$ cat src/rtl/cp0_defs.sv
// Shared CP0 definitions: register map, field positions, exception codes and
// the COP0/SPECIAL encodings decoded by cp0_unit.
package cp0_defs;

   localparam logic [4:0] REG_COUNT   = 5'd9;
   localparam logic [4:0] REG_COMPARE = 5'd11;
   localparam logic [4:0] REG_STATUS  = 5'd12;
   localparam logic [4:0] REG_CAUSE   = 5'd13;
   localparam logic [4:0] REG_EPC     = 5'd14;

   // Status.IM[7:2] and Cause.IP[7:2] share bit positions so they can be ANDed directly.
   localparam int ST_IE   = 0;
   localparam int ST_EXL  = 1;
   localparam int IP_LO   = 10;
   localparam int IP_HI   = 15;
   localparam int SWIP_LO = 8;
   localparam int SWIP_HI = 9;
   localparam int EXC_LO  = 2;
   localparam int EXC_HI  = 6;

   localparam logic [5:0] OP_COP0    = 6'b010000;
   localparam logic [5:0] OP_SPECIAL = 6'b000000;
   localparam logic [4:0] RS_MFC0    = 5'b00000;
   localparam logic [4:0] RS_MTC0    = 5'b00100;
   localparam logic [5:0] FN_ERET    = 6'b011000;
   localparam logic [5:0] FN_SYSCALL = 6'b001100;

   typedef enum logic [4:0] {
      EXC_INT = 5'd0,
      EXC_SYS = 5'd8,
      EXC_OV  = 5'd12
   } exc_code_e;

   typedef struct packed {
      logic [5:0] im;
      logic       exl;
      logic       ie;
   } status_t;

   function automatic logic [31:0] status_word(input status_t s);
      logic [31:0] w;
      w                = '0;
      w[IP_HI:IP_LO]   = s.im;
      w[ST_EXL]        = s.exl;
      w[ST_IE]         = s.ie;
      return w;
   endfunction

   function automatic logic [31:0] cause_word(input logic [7:0] ip, input exc_code_e code);
      logic [31:0] w;
      w                  = '0;
      w[IP_HI:SWIP_LO]   = ip;
      w[EXC_HI:EXC_LO]   = code;
      return w;
   endfunction

endpackage

$ cat src/rtl/cp0_timer.sv
// CP0 Count/Compare timer: free-running counter with a sticky compare-match flag
// that feeds Cause.IP7.
module cp0_timer (
   input  logic        clk,
   input  logic        rst,
   input  logic        i_wr_count,
   input  logic        i_wr_compare,
   input  logic [31:0] i_wdata,
   output logic [31:0] o_count,
   output logic [31:0] o_compare,
   output logic        o_timer_pending
);

   logic [31:0] r_count;
   logic [31:0] r_compare;
   logic        r_timer_pending;
   logic        w_match;

   // Compare == 0 is the disarmed state, so a reset timer never fires.
   assign w_match = (r_count == r_compare) && (r_compare != '0);

   // NOTE: non-blocking assignments make every register sample pre-edge values of the others.
   always_ff @(posedge clk) begin
      if (rst) begin
         r_count         <= '0;
         r_compare       <= '0;
         r_timer_pending <= 1'b0;
      end else begin
         r_count <= i_wr_count ? i_wdata : r_count + 32'd1;
         if (i_wr_compare) begin
            r_compare       <= i_wdata;
            r_timer_pending <= 1'b0;
         end else if (w_match) begin
            r_timer_pending <= 1'b1;
         end
      end
   end

   assign o_count         = r_count;
   assign o_compare       = r_compare;
   assign o_timer_pending = r_timer_pending;

endmodule

$ cat src/rtl/cp0_unit.sv
// Coprocessor 0 for the single-cycle MIPS core: Status/Cause/EPC, interrupt
// sampling, exception entry and eret exit, mfc0/mtc0 access.
module cp0_unit
   import cp0_defs::*;
#(
   parameter int NUM_HW_INT = 6,
   parameter int TIMER_EN   = 1
) (
   input  logic                  clk,
   input  logic                  rst,
   input  logic [31:0]           pc,
   input  logic [31:0]           inst,
   input  logic [31:0]           rt_data,
   input  logic                  overflow,
   input  logic [NUM_HW_INT-1:0] int_in,
   output logic                  exception,
   output logic                  exc_squash,
   output logic [31:0]           epc,
   output logic [31:0]           cp0_rdata,
   output logic                  int_pending
);

   status_t     r_status;
   logic [7:0]  r_ip;
   exc_code_e   r_exc_code;
   logic [31:0] r_epc;

   logic [4:0]  w_rd;
   logic        w_is_mfc0, w_is_mtc0, w_is_eret, w_is_syscall;
   logic        w_take_int, w_exc_raw, w_wr_en;
   exc_code_e   w_exc_code;
   logic [5:0]  w_hw_ip;
   logic [31:0] w_count, w_compare, w_rdata;
   logic        w_timer_pending;
   logic        w_unused;

   assign w_rd         = inst[15:11];
   assign w_is_mfc0    = (inst[31:26] == OP_COP0) && (inst[25:21] == RS_MFC0);
   assign w_is_mtc0    = (inst[31:26] == OP_COP0) && (inst[25:21] == RS_MTC0);
   assign w_is_eret    = (inst[31:26] == OP_COP0) && (inst[5:0] == FN_ERET);
   assign w_is_syscall = (inst[31:26] == OP_SPECIAL) && (inst[5:0] == FN_SYSCALL);
   assign w_unused     = ^{inst[20:16], inst[10:6]};

   assign w_take_int = r_status.ie & ~r_status.exl & (|(r_ip[7:2] & r_status.im));
   // eret holds off interrupts for one cycle so the handler exit completes first.
   assign w_exc_raw  = overflow | w_is_syscall | (w_take_int & ~w_is_eret);
   assign w_wr_en    = w_is_mtc0 & ~w_exc_raw;

   assign exception   = ~rst & w_exc_raw;
   assign exc_squash  = ~rst & overflow;
   assign int_pending = w_take_int;
   assign epc         = r_epc;

   // NOTE: every always_comb output gets a default first so no latch is inferred.
   always_comb begin
      w_exc_code = EXC_INT;
      if (overflow)          w_exc_code = EXC_OV;
      else if (w_is_syscall) w_exc_code = EXC_SYS;
   end

   always_comb begin
      w_hw_ip = '0;
      for (int k = 0; k < NUM_HW_INT - 1; k++) w_hw_ip[k] = int_in[k];
      w_hw_ip[5] = int_in[NUM_HW_INT-1] | w_timer_pending;
   end

   always_ff @(posedge clk) begin
      if (rst) begin
         r_status   <= '0;
         r_ip       <= '0;
         r_exc_code <= EXC_INT;
         r_epc      <= '0;
      end else begin
         r_ip[7:2] <= w_hw_ip;
         if (w_exc_raw) begin
            r_exc_code   <= w_exc_code;
            r_status.exl <= 1'b1;
            // Nested synchronous faults keep the outer handler's return address.
            if (!r_status.exl) r_epc <= overflow ? pc : pc + 32'd4;
         end else begin
            if (w_is_eret) r_status.exl <= 1'b0;
            if (w_wr_en) begin
               case (w_rd)
                  REG_STATUS: r_status <= '{im:  rt_data[IP_HI:IP_LO],
                                            exl: rt_data[ST_EXL],
                                            ie:  rt_data[ST_IE]};
                  REG_CAUSE:  r_ip[1:0] <= rt_data[SWIP_HI:SWIP_LO];
                  REG_EPC:    r_epc <= rt_data;
                  default:    ;
               endcase
            end
         end
      end
   end

   generate
      if (TIMER_EN != 0) begin : g_timer
         cp0_timer u_timer (
            .clk             (clk),
            .rst             (rst),
            .i_wr_count      (w_wr_en && (w_rd == REG_COUNT)),
            .i_wr_compare    (w_wr_en && (w_rd == REG_COMPARE)),
            .i_wdata         (rt_data),
            .o_count         (w_count),
            .o_compare       (w_compare),
            .o_timer_pending (w_timer_pending)
         );
      end else begin : g_no_timer
         assign w_count         = '0;
         assign w_compare       = '0;
         assign w_timer_pending = 1'b0;
      end
   endgenerate

   always_comb begin
      w_rdata = '0;
      if (w_is_mfc0) begin
         case (w_rd)
            REG_COUNT:   w_rdata = w_count;
            REG_COMPARE: w_rdata = w_compare;
            REG_STATUS:  w_rdata = status_word(r_status);
            REG_CAUSE:   w_rdata = cause_word(r_ip, r_exc_code);
            REG_EPC:     w_rdata = r_epc;
            default:     w_rdata = '0;
         endcase
      end
   end

   assign cp0_rdata = w_rdata;

endmodule

$ cat config.mk
export PLATFORM = sky130hd
export DESIGN_NAME = cp0_unit
export DESIGN_NICKNAME = d
export VERILOG_FILES = /design/src/rtl/cp0_defs.sv /design/src/rtl/cp0_timer.sv /design/src/rtl/cp0_unit.sv
export SDC_FILE = /design/constraint.sdc
export NUM_CORES = 1
export LEC_CHECK = 0
export ABC_AREA = 1
export CORE_ASPECT_RATIO = 1.75
export CORE_MARGIN = 2
export CORE_UTILIZATION = 30
export DETAILED_ROUTE_END_ITERATION = 8
export SLEW_MARGIN = 10
export SYNTH_ARGS = -nofsm -noshare
export SYNTH_HDL_FRONTEND = slang
export SYNTH_HIERARCHICAL = 1
export SYNTH_SLANG_ARGS = --single-unit
$ cat constraint.sdc
create_clock -name clk -period 3.4 [get_ports clk]
set_input_delay 0.68 -clock clk [delete_from_list [all_inputs] [get_ports clk]]
set_output_delay 0.68 -clock clk [all_outputs]
set_load 0.005 [all_outputs]
==> results.txt <==
----------------------------------------------------
[Outcome]
  Status ... completed

[Die]
  Number of cell rows ... 79
  # IOs ... 172
  Initial standard-cell utilization of the core ... 0.304
  Core area ... 0.0266 mm2
  Vertical die dimension ... 221 um
  Area of the die ... 0.0284 mm2
  Die X ... 128 um

[Drt]
  Initial detailed-routing violation count ... 720
  DRT Wirelength ... 31.7 mm
  Number of vias per cell ... 4.90
  ANT nets after route ... 0
  Vias ... 9245
  Post-route DRC violation count ... 0
  Number of search-and-repair iterations in the first detailed-routing pass ... 7
  Wire per inst ... 16.8 um

[Finish]
  Area Growth Syn to Fin ... 37.8%
  Total number of nets in the final design ... 1656
  Number of fill cells in the layout ... 2746
  Cell area after layout ... 0.0111 mm2
  Total inserted antenna cells ... 0
  Layout cells sized above 1 ... 0.0845

[Pwr]
  Power density over cell area ... 353 mW/mm2
  Total power after layout ... 3.93 mW
  Leakage dissipation ... 5.51 nW
  Peak VDD IR ... 0.344 mV

[Worst setup path]
  Critical path data required time ... 2.72 ns
  Crit. path cell count ... 13
  Worst-path fanout max ... 11
  Register-to-register setup slack ... 1.15 ns
  Cell Chain, Critical Path ... clkdlybuf4s50_1 -> inv_1 -> nor2_2 -> nand2_2 -> buf_6 -> nor2_4 -> buf_12 -> buf_16 -> nand2_1 -> o221ai_1 -> a21oi_1 -> nor2_1 -> dlygate4sd2_1
  Endpoint class of the critical path ... output pin
  Delay-heaviest family, CP ... buffers and inverters
  First element of the critical path ... inst[14]
  Endpoint of the lowest-slack register-to-register path ... g_timer.u_timer/o_count[21]
  Critical path destination ... cp0_rdata[0]
  Sum of buffers and inverters on the critical path ... 6
  Arrival time of the worst setup path ... 2.57 ns
  Critical path class ... in2out
  Max stage delay cell, worst path ... sky130_fd_sc_hd__clkdlybuf4s50_1
  Critical register-to-register path startpoint ... r_ip[6]
  Critical path's largest stage delay ... 0.48 ns
  Critical Path Start Type ... input pin
  Worst-case reg-to-reg path depth ... 13

[Logic synthesis]
  Portion of the post-synthesis area used by sequential elements ... 0.284
  Most area-consuming cells after synthesis ... sky130_fd_sc_hd__dfxtp_1 (28%), sky130_fd_sc_hd__nand2_1 (19%), sky130_fd_sc_hd__nor2_1 (12%)
  Yosys top cell area share ... 0.284
  Dominant cell by count in the synthesized netlist ... sky130_fd_sc_hd__nand2_1
  Most numerous cell types in the synthesized netlist ... sky130_fd_sc_hd__nand2_1 (401), sky130_fd_sc_hd__nor2_1 (260), sky130_fd_sc_hd__inv_1 (175)
  Number of standard cells after synthesis ... 1374
  Netlist cell types ... 46
  Average instance area after synthesis ... 5.89 um2
  Synthesized net count ... 1481
  Main synth FF type ... sky130_fd_sc_hd__dfxtp_1
  Netlist area before placement ... 0.00809 mm2
  Async SR Flop Fraction ... 0
  Post-synth EDFFs ... 0
  #FFs+latches synth ... 115
  Warning count from the yosys run ... 6
  Cell type contributing the most total cell area after synthesis ... sky130_fd_sc_hd__dfxtp_1

[Global route]
  Antenna violations before repair ... 0
  Vias in the first global route ... 8878
  Largest net degree at the start of global routing ... 44
  Global route overflow ... 0
  Total GRT Usage ... 0.222
  Global-route wire length before repair ... 48.4 mm

[Clock network]
  Number of buffers on the longest clock path ... 2
  Post-CTS Hold Fix Bufs ... 0
  Total CTS buffers ... 17
  Clk sink count ... 115
  Library cell used as clock root buffer ... sky130_fd_sc_hd__clkbuf_16
  Clock latency on the worst-skew pair ... 0.42 ns
  Clock slew seen by the registers of the worst setup and hold paths ... 0.05 ns
  CTS tree ... built
  Number of H-tree levels ... 4

[Place]
  Weighted congestion reported at the end of routability-driven placement ... 0.903
  Detailed-placement wirelength estimate ... 25.1 mm
  Placement-stage cell area ... 0.0103 mm2
  IO buf count ... 161

[Hold path]
  Min-delay worst type ... reg2reg

[Timing]
  Maximum frequency from static timing analysis ... 0.308 GHz
  Final number of setup-violating endpoints ... 0
  Final worst path period need ... 3.25 ns
  Relative slew margins ... 0.547
  Actual slew at the worst max-slew pin ... 0.675 ns
  Period utilization ... 0.956
  Unrepaired setup endpoints after global routing ... no
  Final worst clock skew ... 0.00494 ns
  Setup TNS Final ... 0 ns
  Max-slew violation total from the final report ... 0
  Count of final hold-check violations ... 0

[Job]
  MaxCap Viol Count ... 0

----------------------------------------------------
-- cell families (layout without fill, tap and decap cells) --
family	Yosys count	in the layout	synth area share
and+or+nand+nor	813	813	0.426
buffers and inverters	232	420	0.118
AOI/OAI and AO/OA	167	167	0.120
DFF	115	115	0.284
xor gates and xnor gates	45	45	0.0487
adders and majority gates	2	2	0.00309
-- through the flow --
stage	util	std cells	worst slack, ns	hold slack [ns]
after floorplan	-	1374	0.719	0.427
after global placement	0.387	1851	-0.180	0.446
after detailed placement	0.387	1851	-0.155	0.442
after CTS	0.415	1885	-0.0643	0.455
after global routing	0.419	1886	0.00579	0.470
final	0.419	1886	0.148	0.459
-- per-layer routing --
metal  routed length, um  part of all wire  vias to the layer above  global-route usage
li1                    -                 -                     4659                   -
met2               16300              0.51                      326               0.401
met5                   0                 0                        -                   0
met3                1590             0.050                       82              0.0314
met1               11900              0.38                     4178               0.244
met4                1850             0.059                        0               0.125
-- state kept, by name (all words and copies together), names as in the netlist --
register and cells:
g_timer.u_timer/o_timer_pending 1, g_timer.u_timer/o_compare 32, g_timer.u_timer/o_count 32, r_ip 8, epc 32, r_status 8, r_exc_code 2
-- worst min-delay path by stage --
stage	from	cells after the start	slack [ns]	endpoint
6_report	g_timer.u_timer/o_timer_pending	2	0.46	g_timer.u_timer/o_timer_pending
5_1_grt	g_timer.u_timer/o_timer_pending	2	0.47	g_timer.u_timer/o_timer_pending
4_1_cts	g_timer.u_timer/o_timer_pending	2	0.46	g_timer.u_timer/o_timer_pending
3_5_place_dp	g_timer.u_timer/o_timer_pending	2	0.44	g_timer.u_timer/o_timer_pending
3_3_place_gp	g_timer.u_timer/o_timer_pending	2	0.45	g_timer.u_timer/o_timer_pending
2_1_floorplan	g_timer.u_timer/o_timer_pending	2	0.43	g_timer.u_timer/o_timer_pending
-- what timing repair did --
action | in CTS | in global routing
endpoints found under the setup margin | 27 | 25
pin swaps | 8 | 9
resized for setup | 23 | 32
cloned | 1 | 1
buffers inserted | 1 | 0
-- power by group --
part | switching (mW) | total [mW] | internal [mW]
logic | 0.281 | 0.537 | 0.256
registers | 0.0387 | 1.43 | 1.39
clock network | 0.669 | 1.97 | 1.30
total | 0.989 | 3.93 | 2.95
-- area by class of cell --
cell class,count,area [um2],share of cell area
Multi-Input combinational cell,1027,4950,0.444
Sequential cell,115,2300,0.207
Timing Repair Buffer,208,2180,0.195
Inverter,180,679,0.0609
Clock buffer,23,488,0.0438
Tap cell,324,405,0.0364
Clock inverter,9,150,0.0135
-- placed cells by master (no fill, tap or decap), types with 12 or more instances in the layout --
cell and instances:
sky130_fd_sc_hd__a21oi_1 56, sky130_fd_sc_hd__a221oi_1 14, sky130_fd_sc_hd__a22oi_1 13, sky130_fd_sc_hd__buf_4 34, sky130_fd_sc_hd__clkbuf_16 18, sky130_fd_sc_hd__clkdlybuf4s50_1 129
sky130_fd_sc_hd__dfxtp_1 115, sky130_fd_sc_hd__dlymetal6s2s_1 25, sky130_fd_sc_hd__inv_1 175, sky130_fd_sc_hd__nand2_1 400, sky130_fd_sc_hd__nand3_1 80, sky130_fd_sc_hd__nand3b_1 14
sky130_fd_sc_hd__nand4_1 12, sky130_fd_sc_hd__nor2_1 257, sky130_fd_sc_hd__nor3_1 12, sky130_fd_sc_hd__o21ai_0 58, sky130_fd_sc_hd__xnor2_1 23, sky130_fd_sc_hd__xor2_1 22
-- tightest hold or removal path, delay by kind of cell, from the launching register on --
family                 cells  cell delay (ns)
buffers and inverters      1             0.05
AOI/OAI and AO/OA          1             0.06
DFF                        1             0.31
No activity file was read; power rests on OpenSTA's default activity.
